### src/rtl/async_oneway_receiver.sv
// ----------------------------------------------------------------------------
// async_oneway_receiver
//
// Receive end of the 6-bit asynchronous one-way link. Lives entirely in the
// clk_recv domain. The transmitter's chunk strobe and end-of-frame strobe come
// from clk_send. Each one passes through a synchronizer chain and then an edge
// detector. The 6-bit chunk bus travels through a parallel chain of the same
// depth, so the value sitting at the end of that chain lines up with the
// detected pulse edge. Chunks are assembled LSB-first into a MESSAGE_SIZE-bit
// datagram. The datagram is presented with a one-cycle valid strobe at the
// end of each frame.
//
// The receive clock must be at least twice the send clock.
//
// Parameters
//   MESSAGE_SIZE      datagram width in bits; matches the link constant (36).
//                     Must be greater than 6.
//   SYNC_STAGES       flops in each strobe synchronizer (>= 2)
//
// Ports
//   clk_recv          receive clock
//   rst_n             asynchronous active-low reset
//   packet_in         6-bit chunk data from the clk_send domain
//   packet_pulse_in   chunk strobe from the clk_send domain
//   transmit_ctrl_in  end-of-frame strobe from the clk_send domain
//   datagram_out      last accepted datagram, held until the next accept
//   datagram_valid    1-cycle strobe when datagram_out updates
//   frame_error       1-cycle strobe when a frame is rejected
//
// Configuration
//   RECV_FRAME_CHECK_EN  When defined, a frame is accepted only if it holds
//                        exactly NUM_CHUNKS chunks. Other frames are dropped
//                        and frame_error pulses. When undefined, every frame
//                        end delivers whatever is in the buffer, and
//                        frame_error is tied low.
// ----------------------------------------------------------------------------
module async_oneway_receiver #(
    parameter int MESSAGE_SIZE = 36,
    parameter int SYNC_STAGES  = 2
) (
    input  logic                    clk_recv,
    input  logic                    rst_n,
    input  logic [5:0]              packet_in,
    input  logic                    packet_pulse_in,
    input  logic                    transmit_ctrl_in,
    output logic [MESSAGE_SIZE-1:0] datagram_out,
    output logic                    datagram_valid,
    output logic                    frame_error
);

    localparam int NUM_CHUNKS = (MESSAGE_SIZE + 5) / 6;
    localparam int BUF_W      = NUM_CHUNKS * 6;

    typedef enum logic [1:0] {
        ST_SYNC,     // joined mid-frame: wait for a frame boundary
        ST_COLLECT,  // shifting chunks in
        ST_DELIVER   // one cycle: judge the frame and publish it
    } state_t;

    // ------------------------------------------------------------------------
    // Strobe synchronizers, edge detectors and the parallel data chain
    // ------------------------------------------------------------------------
    logic [SYNC_STAGES-1:0]      pulse_sync;
    logic [SYNC_STAGES-1:0]      ctrl_sync;
    logic [SYNC_STAGES-1:0][5:0] data_sync;
    logic                        pulse_prev;
    logic                        ctrl_prev;
    logic                        pulse_rise;
    logic                        ctrl_rise;
    logic [5:0]                  chunk;

    // NOTE: sequential state uses non-blocking assignments, so every flop
    // samples the values from before the edge and the chains shift one stage
    // per clock.
    always_ff @(posedge clk_recv or negedge rst_n) begin
        if (!rst_n) begin
            pulse_sync <= '0;
            ctrl_sync  <= '0;
            data_sync  <= '0;
            pulse_prev <= 1'b0;
            ctrl_prev  <= 1'b0;
        end else begin
            pulse_sync <= {pulse_sync[SYNC_STAGES-2:0], packet_pulse_in};
            ctrl_sync  <= {ctrl_sync[SYNC_STAGES-2:0], transmit_ctrl_in};
            data_sync  <= {data_sync[SYNC_STAGES-2:0], packet_in};
            pulse_prev <= pulse_sync[SYNC_STAGES-1];
            ctrl_prev  <= ctrl_sync[SYNC_STAGES-1];
        end
    end

    assign pulse_rise = pulse_sync[SYNC_STAGES-1] & ~pulse_prev;
    assign ctrl_rise  = ctrl_sync[SYNC_STAGES-1] & ~ctrl_prev;
    // The data was sampled on the same edge as the pulse, so it lines up with
    // pulse_rise.
    assign chunk      = data_sync[SYNC_STAGES-1];

    // ------------------------------------------------------------------------
    // Frame FSM and assembly buffer
    // ------------------------------------------------------------------------
    state_t                  state, state_nxt;
    logic [BUF_W-1:0]        shift_buf, shift_buf_nxt;
    logic [MESSAGE_SIZE-1:0] datagram_nxt;
    logic                    valid_nxt;
    logic                    frame_end;

`ifdef RECV_FRAME_CHECK_EN
    localparam int CNT_W = $clog2(NUM_CHUNKS + 1);
    localparam logic [CNT_W-1:0] CNT_FULL = CNT_W'(NUM_CHUNKS);
    localparam logic [CNT_W-1:0] CNT_OVF  = CNT_W'(NUM_CHUNKS + 1);

    logic [CNT_W-1:0] count, count_nxt;
    // A ctrl edge that arrives during DELIVER is remembered here. It closes
    // an empty frame on the next cycle.
    logic             ctrl_pend, ctrl_pend_nxt;
    logic             error_nxt;
`endif

    // NOTE: every variable is given a default before the case statement, so
    // no path leaves a value unassigned and no latch is inferred.
    always_comb begin
        state_nxt     = state;
        shift_buf_nxt = shift_buf;
        datagram_nxt  = datagram_out;
        valid_nxt     = 1'b0;
`ifdef RECV_FRAME_CHECK_EN
        count_nxt     = count;
        ctrl_pend_nxt = ctrl_pend;
        error_nxt     = 1'b0;
        frame_end     = ctrl_rise | ctrl_pend;
`else
        frame_end     = ctrl_rise;
`endif

        unique case (state)
            ST_SYNC: begin
                // Pulses seen here belong to a frame that began before this
                // receiver was listening, so they are ignored.
                if (ctrl_rise) begin
                    state_nxt = ST_COLLECT;
`ifdef RECV_FRAME_CHECK_EN
                    count_nxt = '0;
`endif
                end
            end

            ST_COLLECT: begin
                // A chunk that arrives in the same cycle as the frame end is
                // shifted in first. DELIVER then judges the updated count.
                if (pulse_rise) begin
                    shift_buf_nxt = {chunk, shift_buf[BUF_W-1:6]};
`ifdef RECV_FRAME_CHECK_EN
                    if (count != CNT_OVF) count_nxt = count + CNT_W'(1);
`endif
                end
                if (frame_end) begin
                    state_nxt = ST_DELIVER;
`ifdef RECV_FRAME_CHECK_EN
                    ctrl_pend_nxt = 1'b0;
`endif
                end
            end

            ST_DELIVER: begin
`ifdef RECV_FRAME_CHECK_EN
                if (count == CNT_FULL) begin
                    datagram_nxt = shift_buf[MESSAGE_SIZE-1:0];
                    valid_nxt    = 1'b1;
                end else begin
                    error_nxt    = 1'b1;
                end
                count_nxt     = pulse_rise ? CNT_W'(1) : '0;
                ctrl_pend_nxt = ctrl_rise;
`else
                datagram_nxt = shift_buf[MESSAGE_SIZE-1:0];
                valid_nxt    = 1'b1;
`endif
                // The buffer is cleared for the next frame. A chunk that
                // arrives in this cycle becomes chunk 0 of that frame.
                shift_buf_nxt = pulse_rise ? {chunk, {(BUF_W-6){1'b0}}} : '0;
                state_nxt     = ST_COLLECT;
            end

            default: state_nxt = ST_SYNC;
        endcase
    end

    // NOTE: the assembly buffer is reset together with the control state.
    // A short frame after reset, in the unchecked build, therefore shows zero
    // fill rather than stale data.
    always_ff @(posedge clk_recv or negedge rst_n) begin
        if (!rst_n) begin
            state          <= ST_SYNC;
            shift_buf      <= '0;
            datagram_out   <= '0;
            datagram_valid <= 1'b0;
`ifdef RECV_FRAME_CHECK_EN
            count          <= '0;
            ctrl_pend      <= 1'b0;
            frame_error    <= 1'b0;
`endif
        end else begin
            state          <= state_nxt;
            shift_buf      <= shift_buf_nxt;
            datagram_out   <= datagram_nxt;
            datagram_valid <= valid_nxt;
`ifdef RECV_FRAME_CHECK_EN
            count          <= count_nxt;
            ctrl_pend      <= ctrl_pend_nxt;
            frame_error    <= error_nxt;
`endif
        end
    end

`ifndef RECV_FRAME_CHECK_EN
    assign frame_error = 1'b0;
`endif

endmodule

### config.mk
export PLATFORM = sky130hd
export DESIGN_NAME = async_oneway_receiver
export DESIGN_NICKNAME = d
export VERILOG_FILES = /design/src/rtl/async_oneway_receiver.sv
export SDC_FILE = /design/constraint.sdc
export NUM_CORES = 1
export LEC_CHECK = 0
export ABC_AREA = 0
export BUFFER_PORTS_ARGS = -buffer_cell sky130_fd_sc_hd__clkbuf_2
export CAP_MARGIN = 20
export CORE_MARGIN = 4
export CORE_UTILIZATION = 35
export CTS_BUF_LIST = sky130_fd_sc_hd__clkbuf_16
export DETAILED_ROUTE_END_ITERATION = 10
export GPL_TIMING_DRIVEN = 1
export SLEW_MARGIN = 20
export SYNTH_ARGS = -nofsm -noshare
export SYNTH_HDL_FRONTEND = slang
export SYNTH_SLANG_ARGS = --single-unit
### constraint.sdc
create_clock -name clk_recv -period 1.2 [get_ports clk_recv]
set_input_delay 0.06 -clock clk_recv [delete_from_list [all_inputs] [get_ports clk_recv]]
set_output_delay 0.06 -clock clk_recv [all_outputs]
set_load 0.1 [all_outputs]
# After elaboration in Yosys (flattened, before gate mapping)
# Index checks and enable logic that the tools add are counted.
totals:
  inputBits: 10
  out_inout_bits: 38
  ff_bits: 93
op_classes:
  eq_ne: 5
  n_reduce_logical: 4
  bitwise: 4
  n_mux: 7
op_table:
  columns: ["op", "count"]
  rows:
  - ["2-to-1 mux 36 bit", 2]
  - ["case mux 36 bit (2 select lines)", 1]
  - ["!= test 2 bit, second input constant", 3]
  - ["case mux 2 bit (3 select lines)", 1]
  - ["2-to-1 mux 2 bit", 2]
  - ["AND reduction 2 bit", 2]
  - ["bitwise AND 1 bit", 2]
  - ["equality test 2 x 1 -> 1 bit, second input constant", 1]
  - ["equality test 2 bit, second input constant", 1]
  - ["logical NOT 2 bit", 1]
  - ["inverter 1 bit", 2]
  - ["nonzero test 2 bit", 1]
  - ["2-to-1 mux 1 bit", 1]

# Longest topological paths before layout
logic_depth:
  depth_word: 4
  ltp_mapped: 6
  depth_no_buf: 4

# Least setup slack after synthesis
# Ideal clock, no wire load.
synth_path:
  path_type: "reg-to-reg"
  startpoint: "reg state[0]"
  endpoint: "reg datagram_out[0]"
  setup_time_ps: 130
  path_stages_with_launch: 7
  arrival_time_ps: 1060
  period_less_slack_ps: 1190
  path_slack_ps: 10
  cell_sequence: "dfrtp_1 buf_4 nand2b_4 buf_6 buf_4 nand2_1 o21ai_0"
synth_between:
  elab_chain_cells: 1
synth_rtl:
  columns: ["item", "line", "rtl"]
  rows:
  - ["start, declared", "100", "state_t state, state_nxt;"]
  - ["start signal, assigned", "202", "state <= state_nxt;"]
  - ["equality test 2 bit", "134", "unique case (state)"]
  - ["end signal, assigned", "204", "datagram_out <= datagram_nxt;"]
  - ["end, declared", "46", "output logic [MESSAGE_SIZE-1:0] datagram_out,"]
# No other way between the ends.
# A chain may end at the register's enable or synchronous reset.

# Worst setup path after layout
layout_path:
  startpoint: "reg pulse_prev"
  endpoint: "reg shift_buf[26]"
layout_between:
  elab_chain_cells: 4
layout_rtl:
  columns: ["item", "line", "rtl"]
  rows:
  - ["start, declared", "66", "logic pulse_prev;"]
  - ["start signal, assigned", "86", "pulse_prev <= pulse_sync[SYNC_STAGES-1];"]
  - ["inverter 1 bit", "91", "assign pulse_rise = pulse_sync[SYNC_STAGES-1] & ~pulse_prev;"]
  - ["bitwise AND 1 bit", "91", null]
  - ["!= test 2 bit (no line)", null, null]
  - ["AND reduction 2 bit (no line)", null, null]
  - ["end signal, assigned", "203", "shift_buf <= shift_buf_nxt;"]
  - ["end, declared", "101", "logic [BUF_W-1:0] shift_buf, shift_buf_nxt;"]
# No other way between the ends.

==> flow_summary.json <==
{
  "top_layer_used": "met4",
  "synth_area_leaders": "dfrtp_1 66%, nand2_1 11%, o221ai_1 7.4%",
  "clock_tree.buffer_depth": 2,
  "cp.required_ns": 1.41,
  "fin_util": 0.524,
  "diodes": 0,
  "row_count": 36,
  "drtIter0Drc": 130,
  "met1_length_um": 3360,
  "grt_pass1_vias": 2464,
  "gp_congestion": 0.724,
  "critical_path.slowest_cell": "dfrtp_1",
  "grt_antenna_before_repair": 0,
  "path_max_fanout": 15,
  "htreeDepth": 3,
  "fp.dieH_um": 109,
  "cap_viol_max_count": 0,
  "final_area_um2": 5150,
  "cp-end-kind": "register",
  "clock_sink_count": 93,
  "gr-usage-all-layers": 0.129,
  "syn_area_per_cell_um2": 10.7,
  "grt_pass1_wl_um": 12000,
  "yosys.area.top_type_share": 0.657,
  "hold_class": "input port to asynchronous set/reset pin",
  "drc_errors": 0,
  "clk_pin_slew_ns": 0.07,
  "min_period_ns": 1.21,
  "die-area_um2": 11800,
  "ios": 48,
  "vias_per_cell": 4.74,
  "skew_ns": 0.00701,
  "final_max_slew_viol_count": 0,
  "failed_checks": "setup timing",
  "wl_met3_um": 358,
  "crit_type": "register to register",
  "synth-seq-area-share": 0.657,
  "clk_root_buffer_cell": "clkbuf_16",
  "period_share": 1.01,
  "fin_ws_ns": -0.0124,
  "wl_um": 7630,
  "yosysWarnings": 0,
  "ys_types": 24,
  "pre_cts_ws_ns": -0.0417,
  "finalHoldViolCount": 0,
  "multiInputGateArea_um2": 1160,
  "status": "finished with violations",
  "drive_gt1_frac": 0.280,
  "ff_latch_area_um2": 2330,
  "setup_viol": 4,
  "max_freq_mhz": 825,
  "port_buffers": 46,
  "routedWlPerCell_um": 14.4,
  "initial_core_util": 0.361,
  "dp.cells": 500,
  "grt-ovfl-total": 0,
  "place_area_um2": 4460,
  "die_x_um": 109,
  "synth-seq-cells": 93,
  "nFillCells": 881,
  "clock_latency_ns": 0.34,
  "vias": 2508,
  "cts_tree": "built",
  "final_antenna_net_count": 0,
  "rsz0062_at_grt": "true",
  "grt_max_degree": 67,
  "final_nets": 401,
  "cts_made_buffers": 9,
  "cp-start-kind": "register",
  "synth_area_leader_cell": "dfrtp_1",
  "synth_area_um2": 3540,
  "max_stage_delay_ns": 0.40,
  "drt_first_pass_iters": 4,
  "syn_to_final_growth_pct": 45.3,
  "finalNonFillerCells": 529,
  "crit_arrival_ns": 1.42,
  "fp.coreArea_um2": 9820,
  "synth_cells": 332,
  "syn-num-nets": 342,
  "cp_cell_sequence": "nor2b_4 > a21o_4 > buf_12 > o221ai_2",
  "hpwlAfterDp_um": 4460,
  "wl_met2_um": 3830
}
[area by class of cell]
type,instances,area share
clock buffer,9,0.0438
timing repair buffer,69,0.207
tap,133,0.0323
inverter,32,0.0238
multi-input combinational,186,0.225
sequential,93,0.453
clock inverter,7,0.0158
[final timing paths]
check / from / to / slack, ns / cells after the start
worst min register to register: data_sync[1]$_DFF_PN0_ / chunk[1]$_DFF_PN0_ / 0.35 / 0
worst max register to register: pulse_prev$_DFF_PN0_ / shift_buf[26]$_DFFE_PN0P_ / -0.01 / 4
worst max-delay path: pulse_prev$_DFF_PN0_ / shift_buf[26]$_DFFE_PN0P_ / -0.01 / 4
min in group clk_recv: data_sync[1]$_DFF_PN0_ / chunk[1]$_DFF_PN0_ / 0.35 / 0
max in group asynchronous: rst_n / datagram_out[22]$_DFFE_PN0N_ / 0.47 / 3
worst min-delay path: rst_n / datagram_out[10]$_DFFE_PN0N_ / 0.10 / 2
[layer usage]
layer,vias up,track usage
met5,-,0
met4,0,0.0424
met3,10,0.0442
met2,58,0.206
met1,1215,0.164
li1,1225,-
[synth_stat cells]
cell type,count
dfrtp_1,93
o21a_4,1
a22o_1,6
a21oi_1,1
nand2b_1,1
o21ai_1,4
clkbuf_1,4
buf_2,10
nand2_1,108
inv_1,31
buf_6,2
o21ai_0,26
and3_1,1
nor2b_2,1
inv_4,1
xnor2_1,1
nor2b_1,1
conb_1,1
a21o_1,1
and2_1,1
a21oi_2,1
nand2b_4,1
buf_4,5
o221ai_1,30
[per-stage QoR]
stage,hold slack (ns),TNS (ns)
final,0.101,-0.0194
after global routing,0.110,-0.692
after CTS,0.0937,0
after detailed placement,-0.0963,-0.194
after global placement,-0.0993,0
after floorplan,-0.236,0
[state kept, by name, indices dropped and copies added, names as in the netlist, 2 cells and up]
register      cells
datagram_out     36
data_sync         6
chunk             6
state             2
shift_buf        36
pulse_sync        2
ctrl_sync         2
[kinds of logic (layout without fill, tap and decap cells)]
family / count (synthesis) / count (layout) / synth area share
other: 1 / 1 / 0.00106
and+or+nand+nor: 114 / 114 / 0.128
xor gates and xnor gates: 1 / 1 / 0.00247
DFF: 93 / 93 / 0.657
AOI/OAI and AO/OA: 70 / 70 / 0.142
buffers and inverters: 53 / 117 / 0.0699
[critical path, delay by kind of cell (launching register included)]
family,cells,cell delay (ns)
AOI/OAI and AO/OA,2,0.30
DFF,1,0.40
buffers and inverters,1,0.18
and+or+nand+nor,1,0.20
[cells in the final DEF (no fill, tap or decap), drive strengths merged]
master / netlist / layout
nor2b: 2 / 2
a21o: 1 / 1
clkinv: 0 / 1
bufinv: 0 / 1
nand2b: 2 / 2
inv: 32 / 35
xnor2: 1 / 1
and3: 1 / 1
conb: 1 / 1
dlygate4sd3: 0 / 9
o21ai: 30 / 30
clkinvlp: 0 / 2
buf: 17 / 49
and2: 1 / 1
a22o: 6 / 6
clkbuf: 4 / 20
nand2: 108 / 108
o21a: 1 / 1
dfrtp: 93 / 93
o221ai: 30 / 30
a21oi: 2 / 2
[timing repair]
action / in CTS / in global routing
resized for setup: 4 / 33
pin swaps: 0 / 3
hold endpoints to repair: 101 / 0
endpoints found under the setup margin: 8 / 49
gates cloned: 0 / 4
buffers inserted: 0 / 0
hold buffers: 9 / 0
Power is left out: the tool's default activity adds up to more than one toggle a clock period on the data nets, which glitch-free logic cannot reach.
